===== src/rtl/div_pkg.sv =====
// +----------------------------------------------------------------------+
// | div_pkg : shared types and sizing helpers for the sequential divider |
// | Rev 1.0                                                              |
// +----------------------------------------------------------------------+
`default_nettype none

package div_pkg;

  localparam int DIV_W = 4;

  typedef enum logic [1:0] {
    IDLE = 2'd0,
    RUN  = 2'd1,
    DONE = 2'd2
  } div_state_t;

  // Iteration counter width; kept at least one bit for degenerate widths.
  function automatic int cnt_width(input int w);
    return (w > 1) ? $clog2(w) : 1;
  endfunction

endpackage

`default_nettype wire


===== src/rtl/trial_sub.sv =====
// +----------------------------------------------------------------------+
// | trial_sub : ripple A + ~B + 1 subtractor, carry-out is not-borrow    |
// | Rev 1.0                                                              |
// +----------------------------------------------------------------------+
`default_nettype none

module trial_sub #(
  parameter int W = 5
) (
  input  logic [W-1:0] a,
  input  logic [W-1:0] b,
  output logic [W-1:0] diff,
  output logic         carry_out
);

  logic [W:0] carry;

  assign carry[0] = 1'b1;

  for (genvar i = 0; i < W; i++) begin : g_fa
    logic b_n;
    assign b_n          = ~b[i];
    assign diff[i]      = a[i] ^ b_n ^ carry[i];
    assign carry[i + 1] = (a[i] & b_n) | (a[i] & carry[i]) | (b_n & carry[i]);
  end

  assign carry_out = carry[W];

endmodule

`default_nettype wire


===== src/rtl/seq_divider.sv =====
// +----------------------------------------------------------------------+
// | seq_divider : restoring unsigned divider, one trial subtract / clock |
// | Rev 1.0                                                              |
// +----------------------------------------------------------------------+
`default_nettype none

module seq_divider
  import div_pkg::*;
#(
  parameter int WIDTH = DIV_W
) (
  input  logic             clk,
  input  logic             rst_n,
  input  logic             start,
  input  logic [WIDTH-1:0] dividend,
  input  logic [WIDTH-1:0] divisor,
  output logic             busy,
  output logic             done,
  output logic [WIDTH-1:0] quotient,
  output logic [WIDTH-1:0] remainder,
  output logic             div_by_zero
);

  localparam int CNT_W = cnt_width(WIDTH);

  div_state_t       state_q, state_d;
  logic [WIDTH-1:0] divisor_q, divisor_d;
  logic [WIDTH-1:0] q_q, q_d;
  logic [WIDTH-1:0] r_q, r_d;
  logic [CNT_W-1:0] count_q, count_d;
  logic [WIDTH-1:0] quot_q, quot_d;
  logic [WIDTH-1:0] rem_q, rem_d;
  logic             dbz_q, dbz_d;

  logic             accept;
  logic [WIDTH:0]   rs;
  logic [WIDTH:0]   t;
  logic             no_borrow;
  logic             unused_t_msb;

  assign accept = start && (state_q != RUN);
  assign rs     = {r_q, q_q[WIDTH-1]};

  trial_sub #(
    .W(WIDTH + 1)
  ) u_trial_sub (
    .a        (rs),
    .b        ({1'b0, divisor_q}),
    .diff     (t),
    .carry_out(no_borrow)
  );

  // A non-borrowing difference is always below the divisor, so its MSB is zero.
  assign unused_t_msb = t[WIDTH];

  always_ff @(posedge clk or negedge rst_n) begin
    if (!rst_n) begin
      state_q   <= IDLE;
      divisor_q <= '0;
      q_q       <= '0;
      r_q       <= '0;
      count_q   <= '0;
      quot_q    <= '0;
      rem_q     <= '0;
      dbz_q     <= 1'b0;
    end else begin
      state_q   <= state_d;
      divisor_q <= divisor_d;
      q_q       <= q_d;
      r_q       <= r_d;
      count_q   <= count_d;
      quot_q    <= quot_d;
      rem_q     <= rem_d;
      dbz_q     <= dbz_d;
    end
  end

  always_comb begin
    state_d = state_q;
    unique case (state_q)
      IDLE, DONE: begin
        if (start) state_d = (divisor == '0) ? DONE : RUN;
        else       state_d = IDLE;
      end
      RUN:     if (count_q == '0) state_d = DONE;
      default: state_d = IDLE;
    endcase
  end

  always_comb begin
    divisor_d = divisor_q;
    q_d       = q_q;
    r_d       = r_q;
    count_d   = count_q;
    quot_d    = quot_q;
    rem_d     = rem_q;
    dbz_d     = dbz_q;
    if (accept) begin
      divisor_d = divisor;
      q_d       = dividend;
      r_d       = '0;
      count_d   = CNT_W'(WIDTH - 1);
      quot_d    = '0;
      rem_d     = '0;
      dbz_d     = 1'b0;
      if (divisor == '0) begin
        quot_d = '1;
        rem_d  = dividend;
        dbz_d  = 1'b1;
      end
    end else if (state_q == RUN) begin
      q_d     = {q_q[WIDTH-2:0], no_borrow};
      r_d     = no_borrow ? t[WIDTH-1:0] : rs[WIDTH-1:0];
      count_d = count_q - CNT_W'(1);
      if (count_q == '0) begin
        quot_d = q_d;
        rem_d  = r_d;
      end
    end
  end

  always_comb begin
    busy        = (state_q == RUN);
    done        = (state_q == DONE);
    quotient    = quot_q;
    remainder   = rem_q;
    div_by_zero = dbz_q;
  end

endmodule

`default_nettype wire


===== config.mk =====
export PLATFORM = sky130hd
export DESIGN_NAME = seq_divider
export DESIGN_NICKNAME = d
export VERILOG_FILES = /design/src/rtl/div_pkg.sv /design/src/rtl/trial_sub.sv /design/src/rtl/seq_divider.sv
export SDC_FILE = /design/constraint.sdc
export NUM_CORES = 1
export LEC_CHECK = 0
export BUFFER_PORTS_ARGS = -buffer_cell sky130_fd_sc_hd__buf_2
export CAP_MARGIN = 15
export CORE_UTILIZATION = 49
export DETAILED_ROUTE_END_ITERATION = 10
export HOLD_SLACK_MARGIN = 0.15
export PLACE_DENSITY = 0.74
export SETUP_SLACK_MARGIN = 0.2
export SLEW_MARGIN = 5
export SYNTH_ARGS = -nofsm -noshare
export SYNTH_HDL_FRONTEND = slang
export SYNTH_SLANG_ARGS = --single-unit

===== constraint.sdc =====
create_clock -name clk -period 2.45 [get_ports clk]
set_input_delay 0 -clock clk [delete_from_list [all_inputs] [get_ports clk]]
set_output_delay 0 -clock clk [all_outputs]
set_load 0.05 [all_outputs]

==> results.md <==
- CTS Buf Count: 3
- Fin cells: 183
- CTS tree: done
- Slowest CP cell: dfrtp_1
- Port Buffers: 21
- Critical Path RT: 2700 ps
- Clock tree sinks: 25
- Die Width: 52.71 um
- IO Count: 22
- Register-to-Register Path Depth: 9
- PD cells: 1598 nW/um^2
- Die H: 52.71 um
- Share of cells above drive strength 1: 34.64%
- Final wirelength: 2911 um
- Most common cell in the synthesized netlist: dfrtp_1
- Post-DP HPWL: 1819 um
- N_diodes: 0
- F_max: 398.2 MHz
- MaxCap Viol Count: 0
- Top cells by area, synth: dfrtp_1, fa_1, mux2i_1
- Final instance area: 1675 um^2
- Antenna Nets Post-Route: 0
- Pins Over Slew Limit: 0
- DRC: 0
- Status: complete, but fails checks
- Violated checks: setup timing
- Crit path DAT: 2760 ps
- Setup_tns: -339.9 ps
- Clk slew on worst S/H paths: 150 ps
- FP Rows: 18
- Vias in the first global route: 977
- Synth Flop Type: dfrtp_1
- Total placed instance area: 1405 um^2
- Min Tclk post-route: 2511 ps
- Setup crit start: q_q[3]$_DFFE_PN0P_
- Core area: 2455 um^2
- Main combinational cell family by area after synthesis: compound AO/OA/AOI/OAI gates
- Worst slew pin tran: 707.9 ps
- Post-Synth Adder-Cell Area: 6.753%
- CP Class: reg2reg
- Largest net degree at the start of global routing: 26
- Unrepaired setup endpoints after global routing: true
- CP Capture Type: flip-flop
- Fin Hold WS: 183.8 ps
- Critical Path, Cell by Cell: inv_2, ha_4, inv_2, fa_2, fa_2, fa_2, nor2_4, mux2_4, a221oi_2
- Max clock buf depth: 2
- First-pass GRT wire length: 4747 um
- Synth unique cells: 31
- Most used cell along the critical path: fa_2
- Crit-path max FO: 3
- Worst Hold Class: in2async
- GRT Util Overall: 23.77%
- Sequential area share after synthesis: 49.65%
- R2r startpoint: q_q[3]$_DFFE_PN0P_
- CP max stage delay: 430 ps
- Post-Syn Area: 1260 um^2
- Yosys warns: 0
- Peak supply drop: 1.073 mV
- Final setup violation count: 9
- Compound-Gate Fraction of Synth Area: 16.88%
- Synth area leader: dfrtp_1
- Area grow syn2layout: 32.97%
- Mean Syn Cell Area: 11.25 um^2
- Initial antenna violation count: 0
- Rel. slew slack: 52.80%
- Final Hold Viols: 0
- Post-synth top area share: 49.65%
- Mux cell area share after synthesis: 6.554%
- Clock Latency Late Sink: 320 ps
- CTS Root Cell: clkbuf_4
- Post-synth EDFFs: 0
- Synth cell count leaders: dfrtp_1, inv_1, o21ai_0
- Final #Nets: 170
- Initial core utilization: 51.33%
- Starting DRT DRC Count: 36
- Skew final: 10.85 ps
- #FFs+latches synth: 25
- Post-synthesis simple-gate area fraction: 12.21%
- Final Cycle Share: 102.5%
- Fin worst setup slack: -61.36 ps
- GPL Wtd Cong: 0.7986
- FF-to-FF setup slack: -60 ps
- Setup crit end: remainder[0]$_DFFE_PN0P_
- FFs w/ async S/R, synth: 100.0%
- Lkg Pwr: 0.7646 nW
- Post-Synth XOR/XNOR Area: 0%
- Cells after Synth: 112
- Die area: 2778 um^2
- CP Launch Type: flip-flop
- Post-synth net total: 128
- Vias: 1034
- Vias/cell: 5.650
- Grt total ovfl: 0
- # H-tree levels: 1
- WL/cell: 15.91 um
- Final core occ: 68.25%
- Cells after DPL: 159
- Pre-antenna DRT Iters: 5
- Capturing point of the worst reg2reg path: remainder[0]$_DFFE_PN0P_
stage by stage:
stage | setup WS [ps] | power [mW]
after floorplan | -50.93 | 1.758
after global placement | -76.84 | 2.024
after detailed placement | -192.0 | 2.081
after CTS | -46.60 | 2.635
after global routing | -134.8 | 2.838
final | -61.36 | 2.677
final cells by class:
class | instances | area, um^2
Fill cell | 181 | 779.5
Sequential cell | 25 | 625.6
Multi-Input combinational cell | 67 | 606.8
Timing Repair Buffer | 43 | 325.3
Inverter | 14 | 52.55
Tap cell | 30 | 37.54
Clock buffer | 3 | 22.52
Clock inverter | 1 | 5.005
worst max-delay path, delay by kind of cell (launching register included):
kind                       cells  cell delay (ps)
buffers and inverters          2              120
muxes                          1              330
AOI/OAI and AO/OA              1              210
and+or+nand+nor                1              160
DFF                            1              430
adders and majority gates      4             1180
cell families (layout without fill, tap and decap cells):
| logic type | Yosys count | after routing |
|---|---|---|
| adders and majority gates | 5 | 5 |
| AOI/OAI and AO/OA | 31 | 31 |
| and+or+nand+nor | 23 | 23 |
| buffers and inverters | 20 | 61 |
| DFF | 25 | 25 |
| muxes | 8 | 8 |
power breakdown:
part / internal (mW) / switching, mW / total (mW) / leakage (nW)
registers: 0.612 / 0.139 / 0.751 / 0.307
logic: 0.769 / 0.966 / 1.73 / 0.440
clock network: 0.0612 / 0.131 / 0.192 / 0.0177
cell usage in the layout, fill, tap and decap left out:
cell type	n
nor2_1	2
a21o_2	1
a221o_1	3
fa_2	3
ha_4	1
dfrtp_1	25
dlygate4sd3_1	14
inv_2	3
ha_1	1
nand3_1	7
nor4_4	1
mux2_2	1
a211oi_1	5
nor3_1	2
a21oi_2	1
nor2b_1	2
a221oi_1	4
a221oi_2	1
mux2i_1	3
nor2_4	1
nand2_1	3
buf_6	2
or4_4	1
clkbuf_4	3
o21ai_1	3
buf_12	1
and3b_2	1
nor3_4	1
mux2_4	1
o22ai_1	1
nand2b_1	2
buf_4	5
o21ai_0	8
clkinv_2	1
a21oi_1	3
buf_2	21
o21bai_1	1
inv_1	11
mux2i_4	3
flip-flops by register name (all words and copies together), names as in the netlist:
| name | flops |
|---|---|
| divisor_q | 4 |
| q_q | 4 |
| quotient | 4 |
| r_q | 4 |
| remainder | 4 |
| count_q | 2 |
| state_q | 2 |
| div_by_zero | 1 |
layer usage:
layer | vias up | part of all wire [%] | track usage [%]
met1 | 512 | 45 | 33.95
li1 | 485 | - | -
met2 | 35 | 51 | 37.76
met4 | 0 | 0.31 | 5.702
met5 | - | 0 | 0
met3 | 2 | 3.9 | 3.478
worst min path at each step:
stage / startpoint / endpoint / slack (ps) / depth (start not counted)
2_1_floorplan: rst_n / count_q[0]$_DFFE_PN0P_ / -300 / 0
3_3_place_gp: rst_n / r_q[2]$_DFFE_PN0P_ / 10 / 1
3_5_place_dp: rst_n / divisor_q[2]$_DFFE_PN0P_ / 30 / 1
4_1_cts: rst_n / remainder[2]$_DFFE_PN0P_ / 210 / 2
5_1_grt: rst_n / remainder[2]$_DFFE_PN0P_ / 230 / 2
6_report: rst_n / remainder[2]$_DFFE_PN0P_ / 180 / 2
repair_timing:
action                     4_1_cts  5_1_grt
pin swaps                        3        1
gates resized for setup         12        0
hold buffers                    14        0
setup endpoints to repair       10       10
gates cloned                     0        0
setup buffers                    5        1
hold endpoints to repair        42        0
Note: power is estimated with default switching activity, not from simulation.
